`config.mk`:
```
export PLATFORM = sky130hd
export DESIGN_NAME = conv_out_fifo
export DESIGN_NICKNAME = d
export VERILOG_FILES = /design/src/rtl/conv_out_fifo_pkg.sv /design/src/rtl/fifo_ram.sv /design/src/rtl/conv_out_fifo.sv
export SDC_FILE = /design/constraint.sdc
export NUM_CORES = 1
export LEC_CHECK = 0
export CAP_MARGIN = 20
export CORE_MARGIN = 4
export CORE_UTILIZATION = 60
export DETAILED_ROUTE_END_ITERATION = 16
export GPL_TIMING_DRIVEN = 0
export PLACE_DENSITY = 0.8
export SLEW_MARGIN = 10
export SYNTH_ARGS = -nofsm -noshare
export SYNTH_HDL_FRONTEND = slang
export SYNTH_SLANG_ARGS = --single-unit
```
`constraint.sdc`:
```
create_clock -name clk -period 3.8 [get_ports clk]
set_input_delay 0.57 -clock clk [delete_from_list [all_inputs] [get_ports clk]]
set_output_delay 0.57 -clock clk [all_outputs]
set_load 0.05 [all_outputs]
```
`src/rtl/conv_out_fifo_pkg.sv`:
```
// conv_out_fifo_pkg
// Shared constants for the conv output path. It holds the conv word-width
// constants, the FIFO defaults and pointer/count width helpers, so the conv
// core and its output FIFO agree on sizes.
package conv_out_fifo_pkg;

    localparam int CONV_OUT_CHANNEL   = 2;
    localparam int CONV_DATA_WIDTH    = 8 * CONV_OUT_CHANNEL;
    localparam int FIFO_DEPTH_DEFAULT = 16;
    // Free-entry headroom that covers the words still in flight in the conv
    // pipeline after it sees a stall.
    localparam int AF_MARGIN_DEFAULT  = 4;

    function automatic int ptr_width(input int depth);
        return (depth > 1) ? $clog2(depth) : 1;
    endfunction

    // Occupancy has to represent 0..depth inclusive, so it needs one more bit.
    function automatic int count_width(input int depth);
        return ptr_width(depth) + 1;
    endfunction

endpackage

```
`src/rtl/fifo_ram.sv`:
```
// fifo_ram
// Simple dual-port storage for conv_out_fifo. It has a synchronous write port
// and an asynchronous read port. The contents are not reset.
// Ports:
//   clk            write clock
//   we/waddr/wdata write port, sampled on the rising edge of clk
//   raddr/rdata    combinational read port
module fifo_ram
    import conv_out_fifo_pkg::*;
#(
    parameter int DATA_WIDTH = CONV_DATA_WIDTH,
    parameter int DEPTH      = FIFO_DEPTH_DEFAULT
) (
    input  logic                      clk,
    input  logic                      we,
    input  logic [$clog2(DEPTH)-1:0]  waddr,
    input  logic [DATA_WIDTH-1:0]     wdata,
    input  logic [$clog2(DEPTH)-1:0]  raddr,
    output logic [DATA_WIDTH-1:0]     rdata
);

    logic [DATA_WIDTH-1:0] mem [DEPTH];

    always_ff @(posedge clk) begin
        if (we) begin
            mem[waddr] <= wdata;
        end
    end

    assign rdata = mem[raddr];

endmodule

```
`src/rtl/conv_out_fifo.sv`:
```
// conv_out_fifo
// This is a first-word-fall-through FIFO placed between the conv core and its
// consumer. It raises a registered almost-full flag to stall the conv core
// early enough to absorb the words still in its pipeline.
// Ports:
//   clk, rst          clock; asynchronous active-high reset
//   wr_data/wr_valid  conv output word and write request
//   fifo_almost_full  registered back-pressure to the conv stall input
//   rd_data/rd_valid  head-of-queue word (FWFT) and its valid flag
//   rd_ready          consumer accept; a pop happens on rd_valid && rd_ready
//   count             current occupancy, 0..DEPTH
//   overflow          sticky flag, set when a write is dropped while full
// DEPTH must be a power of two and at least 4.
module conv_out_fifo
    import conv_out_fifo_pkg::*;
#(
    parameter int DATA_WIDTH = CONV_DATA_WIDTH,
    parameter int DEPTH      = FIFO_DEPTH_DEFAULT,
    parameter int AF_MARGIN  = AF_MARGIN_DEFAULT
) (
    input  logic                    clk,
    input  logic                    rst,
    input  logic [DATA_WIDTH-1:0]   wr_data,
    input  logic                    wr_valid,
    output logic                    fifo_almost_full,
    output logic [DATA_WIDTH-1:0]   rd_data,
    output logic                    rd_valid,
    input  logic                    rd_ready,
    output logic [$clog2(DEPTH):0]  count,
    output logic                    overflow
);

    localparam int PW = ptr_width(DEPTH);
    localparam int CW = count_width(DEPTH);
    // The flag condition (DEPTH - count_next) <= AF_MARGIN is rewritten as a
    // threshold on count_next. It is clamped so that a margin >= DEPTH holds
    // the flag high instead of underflowing.
    localparam int AF_THRESH = (AF_MARGIN >= DEPTH) ? 0 : DEPTH - AF_MARGIN;

    logic [PW-1:0]         wr_ptr, rd_ptr;
    logic [CW-1:0]         count_next;
    logic [DATA_WIDTH-1:0] ram_rdata;
    logic                  full, push, pop, drop;

    // Full and empty come from count, because the pointers are equal in both states.
    assign full     = (count == CW'(DEPTH));
    assign rd_valid = (count != '0);
    assign pop      = rd_valid && rd_ready;
    // When the FIFO is full, a write is still accepted if the head leaves in the same cycle.
    assign push     = wr_valid && (!full || pop);
    assign drop     = wr_valid && full && !pop;

    assign count_next = count + CW'(push) - CW'(pop);

    always_ff @(posedge clk or posedge rst) begin
        if (rst) begin
            wr_ptr           <= '0;
            rd_ptr           <= '0;
            count            <= '0;
            fifo_almost_full <= 1'b0;
            overflow         <= 1'b0;
        end else begin
            // The pointer width is log2(DEPTH), so the increments wrap modulo DEPTH.
            if (push) wr_ptr <= wr_ptr + PW'(1);
            if (pop)  rd_ptr <= rd_ptr + PW'(1);
            count            <= count_next;
            fifo_almost_full <= (count_next >= CW'(AF_THRESH));
            if (drop) overflow <= 1'b1;
        end
    end

    fifo_ram #(
        .DATA_WIDTH (DATA_WIDTH),
        .DEPTH      (DEPTH)
    ) u_ram (
        .clk   (clk),
        .we    (push),
        .waddr (wr_ptr),
        .wdata (wr_data),
        .raddr (rd_ptr),
        .rdata (ram_rdata)
    );

    // Storage is not reset. The output is masked while empty so that
    // uninitialised RAM never shows up on rd_data.
    assign rd_data = rd_valid ? ram_rdata : '0;

endmodule

```
== Word level (Yosys, flattened, before mapping) ==
Memories as Yosys holds them, arrays and structs flattened.
Cells that the tools add are included.

* Register bits: 15
* RAM bits: 256
* Bits of input ports: 20
* Word-level logic and storage cells: 23
* Memories: 1

* Add/subtract/negate cells: 4
* Magnitude comparators: 1
* Eq/ne operators: 1
* Mux-type cells: 3
* Reductions and logical operators: 8

{| class="wikitable"
|+ Memory list
! memory !! words !! bits a word !! read ports !! clocked after Yosys merged registers in !! wr ports !! line !! text
|-
| u_ram.mem || 16 || 16 || 1 || 0 || 1 || fifo_ram.sv:22 || <nowiki>logic [DATA_WIDTH-1:0] mem [DEPTH];</nowiki>
|}

{| class="wikitable"
|+ Operators with widths
! operator !! count
|-
| $mux 16 || 1
|-
| $add 4x1->4 const B || 2
|-
| $add 5x1->5 || 1
|-
| $eq 5x5->1 const B || 1
|-
| $ge 5x4->1 const B || 1
|-
| $reduce_bool 5->1 || 1
|-
| $sub 5x1->5 || 1
|-
| $logic_and 1x1->1 || 4
|-
| $logic_not 1->1 || 2
|-
| $mux 1 || 2
|-
| $logic_or 1x1->1 || 1
|}

== Logic depth before layout (Yosys ltp) ==
* Depth in word-level cells: 7
* Mapped depth: 14

== Cells and area by module ==
Synthesis repeated with hierarchy kept, for this count alone.

* Cells, all modules: 507
* Area, all modules: 10,686.5 um^2

{| class="wikitable"
|+ By module, submodules not included
! module !! times used !! cells an instance !! area an instance (um^2)
|-
| fifo_ram || 1 || 416 || 9,723.1
|-
| conv_out_fifo || 1 || 91 || 963.4
|}

== Least setup slack after synthesis ==
No wires, ideal clock.

* Kind: reg-to-reg
* From: register count[2]
* To: memory u_ram.mem[3][0] in the netlist's numbering (enable)
* Setup time: 0.409 ns
* Arrival time: 2.981 ns
* Setup slack: 0.410 ns
* Stages on the path, launching flop included: 7
* Path buffers: 0
* Period minus slack after synthesis: 3.390 ns
* Cells stage by stage: dfrtp_1 inv_1 ha_1 nor3b_1 a31oi_1 nand2_1 nor3_1

* Word-level cells in the longest chain between the ends: 6

{| class="wikitable"
|+ RTL lines
! element !! line !! text
|-
| from (decl) || conv_out_fifo.sv:29 || <nowiki>output logic [$clog2(DEPTH):0] count,</nowiki>
|-
| from (signal assigned) || conv_out_fifo.sv:66 || <nowiki>count <= count_next;</nowiki>
|-
| $eq 5x5->1 / $reduce_bool 5->1 (equally long branches) || conv_out_fifo.sv:46, conv_out_fifo.sv:47 ||
|-
| $logic_not 1->1 / $logic_and 1x1->1 (equally long branches) || conv_out_fifo.sv:50, conv_out_fifo.sv:48 ||
|-
| $logic_or 1x1->1 * || conv_out_fifo.sv:50 || <nowiki>assign push = wr_valid && (!full || pop);</nowiki>
|-
| $logic_and 1x1->1 * || conv_out_fifo.sv:50 ||
|-
| $mux 1 * || fifo_ram.sv:25 || <nowiki>if (we) begin</nowiki>
|-
| $mux 1 (not written as such) * || fifo_ram.sv:26 || <nowiki>mem[waddr] <= wdata;</nowiki>
|-
| to (decl) || fifo_ram.sv:22 ||
|}

Mark *: on every way between the ends. The rest lies on a longest branch, timed or not.

== Worst setup path after layout ==
* From: register rd_ptr[3]
* To: output rd_data[10]

* Word-level cells in the longest chain between the ends: 2

{| class="wikitable"
|+ RTL lines
! element !! line !! text
|-
| from (decl) || conv_out_fifo.sv:40 || <nowiki>logic [PW-1:0] wr_ptr, rd_ptr;</nowiki>
|-
| from (signal assigned) || conv_out_fifo.sv:65 || <nowiki>if (pop) rd_ptr <= rd_ptr + PW'(1);</nowiki>
|-
| $mem_v2 16x16 || -- ||
|-
| $mux 16 || conv_out_fifo.sv:86 || <nowiki>assign rd_data = rd_valid ? ram_rdata : '0;</nowiki>
|-
| to (decl) || conv_out_fifo.sv:26 || <nowiki>output logic [DATA_WIDTH-1:0] rd_data,</nowiki>
|}

Every way passes these cells.

==> results.md <==
| Result | This run |
|---|---|
| Worst reg2reg setup slack | 430 ps |
| Maximum resistive drop on vdd | 0.515 mV |
| Final hold vios | 0 |
| Global-route usage over all layers | 22.9% |
| Fraction of met3 tracks used by global routing | 3.51% |
| Met2 track utilization from global routing | 38.0% |
| Vias in the first global route | 5,549 |
| Post-route clock period utilization | 96.3% |
| Wire length of the first global-routing pass | 33,600 um |
| Initial Utilization | 61.5% |
| Fraction of the core area covered by cells at the end of the flow | 72.2% |
| Die outline area | 20,000 um^2 |
| Launch point of the critical path | rd_ptr[3] |
| Worst endpoint required time | 3230 ps |
| Number of enable flip-flop cells after synthesis | 256 |
| Final wirelength | 22,200 um |
| Number of inserted diodes | 0 |
| Path type of the worst min-delay path | primary input to async pin |
| Endpoint of the worst setup timing path | rd_data[10] |
| Fraction of the yosys area taken by sequential cells | 75.5% |
| Drt via density | 6.20 |
| Detailed-route via count | 5,273 |
| Switching Fraction | 34.9% |
| Number of antenna violations at the first check in global routing | 0 |
| CTS Sinks | 271 |
| Sequential group share of total power | 36.7% |
| Nets in the synthesized netlist | 547 |
| Final critical path time including I/O delays and setup | 3660 ps |
| Worst endpoint data arrival time | 3090 ps |
| # Max-Cap Violations | 0 |
| Nets@finish | 637 |
| Root buffer cell | sky130_fd_sc_hd__clkbuf_16 |
| Count of final setup violators | 0 |
| Critical register-to-register path startpoint | count[2] |
| Met1 track utilization from global routing | 31.7% |
| Clock network fraction of total power | 25.4% |
| Highest clock frequency the design can meet | 273 MHz |
| Post-synthesis area per instance | 20.7 um^2 |
| Placeable core region | 17,400 um^2 |
| LEAKAGE | 4.29 nW |
| Number of input and output port buffers inserted | 43 |
| Clock buffer count from CTS | 27 |
| Largest net degree at the start of global routing | 17 |
| Critical path startpoint category | flop |
| Number of storage elements in the synthesis netlist | 271 |
| Depth of the CTS H-tree | 1 |
| ANT nets after route | 0 |
| Die width | 141 um |
| Layout cells sized above 1 | 27.3% |
| End of the worst register-to-register path | u_ram.mem[3][6] |
| Final-layout fill cell count | 994 |
| Worst setup skew after layout | 18.6 ps |
| Clock-pin slew of the registers on the worst-case setup and hold paths | 60 ps |
| Number of instances in the synthesized netlist | 515 |
| RSZ-0062 raised after global routing | no |
| Count of unresolved DRC violations after routing | 0 |
| CP Capture Type | output port |
| Maximum single-stage delay on the critical path | 590 ps |
| Power share of the combinational group | 37.9% |
| Distinct cell type count of the synthesized netlist | 33 |
| Series of cell instances along the critical path | buf_2, buf_1, mux4_2, mux2_2, nand2_1, o221ai_1, dlygate4sd2_1 |
| Int Pwr | 6.69 mW |
| Switch Pwr | 3.59 mW |
| Commonest register cell after synthesis | sky130_fd_sc_hd__edfxtp_1 |
| Power per standard cell area | 821 nW/um^2 |
| Final worst hold slack | 447 ps |
| Most area-consuming cells after synthesis | sky130_fd_sc_hd__edfxtp_1 (72%), sky130_fd_sc_hd__mux4_2 (14%), sky130_fd_sc_hd__dfrtp_1 (3.5%) |
| Layout-stage area growth over the synthesis result | 17.4% |
| Die height | 141 um |
| Num rows | 48 |
| Cell taking the most area after synthesis | sky130_fd_sc_hd__edfxtp_1 |
| Post-route worst setup slack | 142 ps |
| Area of the mapped netlist | 10,700 um^2 |
| Postcts setup bufs | 0 |
| Transition time at the pin with the least slew margin | 991 ps |
| Max-slew violation count | 0 |
| Slew margin rel. | 33.7% |
| Outcome | finished clean |
| Total I/O pin count | 44 |
| Share of the synthesized area in the top cell type | 72.0% |
| Critical path class | flop to output port |
| Async S/R FF share, synth | 5.54% |
| Number of violations reported at the end of detailed-routing iteration 0 | 486 |
| TritonCTS clock tree | built |
| Count of TritonRoute iterations in the first routing pass | 5 |
| Ys Warns | 0 |
| Slowest library cell on the worst path | sky130_fd_sc_hd__buf_1 |
| Routability-driven placement congestion ratio | 0.776 |
| HPWL after DPL | 14,300 um |
| Worst-Skew Late Latency | 530 ps |
| WL/cell | 26.1 um |
| Maximum fanout along the worst path | 10 |
| Dpl ws | 90.9 ps |
| Layer with the highest usage | met2 |
| Largest buffer count on any clock path | 3 |
| Overflow after GRT | 0 |
| Cell count of the worst reg-to-reg path | 7 |
==> logic make-up after synthesis <==
kind of cell / count (synthesis) / share of synthesized area, %
DFF: 271 / 75.5
muxes: 81 / 15.3
xor gates and xnor gates: 10 / 0.820
buffers and inverters: 68 / 2.91
AOI/OAI and AO/OA: 24 / 1.82
adders and majority gates: 12 / 1.48
and+or+nand+nor: 49 / 2.11
==> critical path, delay by kind of cell (launching register included) <==
family | cells | cell delay (ps)
AO/OA/AOI/OAI | 1 | 180
buffers and inverters | 3 | 1270
flip-flops | 1 | 310
multiplexers | 2 | 710
AND/OR/NAND/NOR | 1 | 90
==> registers in the layout, indices dropped and copies added, names as in the netlist <==
signal / flops
wr_ptr: 4
count: 5
rd_ptr: 4
overflow: 1
u_ram.mem: 256
fifo_almost_full: 1
==> power by group through the flow <==
stage               clock network (mW)  registers (mW)  logic (mW)
floorplan                            0            3.92        2.64
global placement                     0            3.81        3.81
detailed placement                   0            3.83        4.01
CTS                               2.65            3.77        3.94
global route                      2.77            3.80        4.15
finish                            2.61            3.77        3.90
==> metal layers <==
metal | wire length, um | up-vias
li1 | - | 2244
met1 | 8560 | 2702
met2 | 11300 | 268
met3 | 1610 | 59
met4 | 811 | 0
met5 | 0 | -
==> worst min-delay path by stage <==
stage                      endpoint  cells past startpoint
after global routing      wr_ptr[2]                      2
after detailed placement   overflow                      1
final                     wr_ptr[2]                      2
after CTS                 wr_ptr[2]                      2
after floorplan            count[0]                      1
after global placement     overflow                      1
==> Yosys cell counts (all sizes together), types with 2 or more instances <==
library cell,n
nor2,12
nor3,4
mux4,64
xnor2,6
clkbuf,5
dfrtp,15
nand2,23
nand2b,2
mux2,17
a21oi,2
edfxtp,256
nand4,2
ha,11
a21o,2
xor2,4
o221ai,16
inv,43
buf,20
==> stage by stage <==
stage	instances	total power [mW]	TNS, ps	cell area, um^2
3_5_place_dp	801	7.84	0	11700
6_report	851	10.3	0	12500
5_1_grt	851	10.7	0	12500
2_1_floorplan	515	6.56	0	10700
4_1_cts	851	10.4	0	12500
3_3_place_gp	783	7.62	-56270	11400
==> layout by cell type (no fill, tap or decap), types with 2 or more instances in the layout <==
cell                              count
sky130_fd_sc_hd__clkdlybuf4s50_1     27
sky130_fd_sc_hd__dlygate4sd2_1       16
sky130_fd_sc_hd__xor2_1               4
sky130_fd_sc_hd__inv_1               43
sky130_fd_sc_hd__a21o_1               2
sky130_fd_sc_hd__buf_1                5
sky130_fd_sc_hd__clkinv_1             5
sky130_fd_sc_hd__nand2b_1             2
sky130_fd_sc_hd__nor2_2              12
sky130_fd_sc_hd__clkbuf_8             2
sky130_fd_sc_hd__clkbuf_1            12
sky130_fd_sc_hd__inv_6                2
sky130_fd_sc_hd__bufinv_16            3
sky130_fd_sc_hd__xnor2_1              6
sky130_fd_sc_hd__buf_6                7
sky130_fd_sc_hd__mux4_2              64
sky130_fd_sc_hd__nor3_2               4
sky130_fd_sc_hd__buf_8               12
sky130_fd_sc_hd__buf_4                6
sky130_fd_sc_hd__a21oi_1              2
sky130_fd_sc_hd__edfxtp_1           256
sky130_fd_sc_hd__dfrtp_1             15
sky130_fd_sc_hd__buf_2                8
sky130_fd_sc_hd__nand4_1              2
sky130_fd_sc_hd__clkbuf_16           27
sky130_fd_sc_hd__ha_1                11
sky130_fd_sc_hd__o221ai_1            16
sky130_fd_sc_hd__clkinv_2             2
sky130_fd_sc_hd__nand2_1             23
sky130_fd_sc_hd__mux2_2              16
==> layout make-up <==
class	instances	area, um^2	share of cell area, %
plain buffers	25	150	1.20
clock buffers	37	733	5.85
clock inverters	13	144	1.15
inverters	43	161	1.29
multi-input cells	176	2360	18.8
flip-flops and latches	271	8060	64.3
well taps	225	282	2.25
repair buffers	61	643	5.13
==> what timing repair did <==
item | CTS | global route
hold buffers | 0 | 0
endpoints found under the setup margin | 16 | 10
resized for setup | 17 | 1
Power figures use the tool's default switching activity.
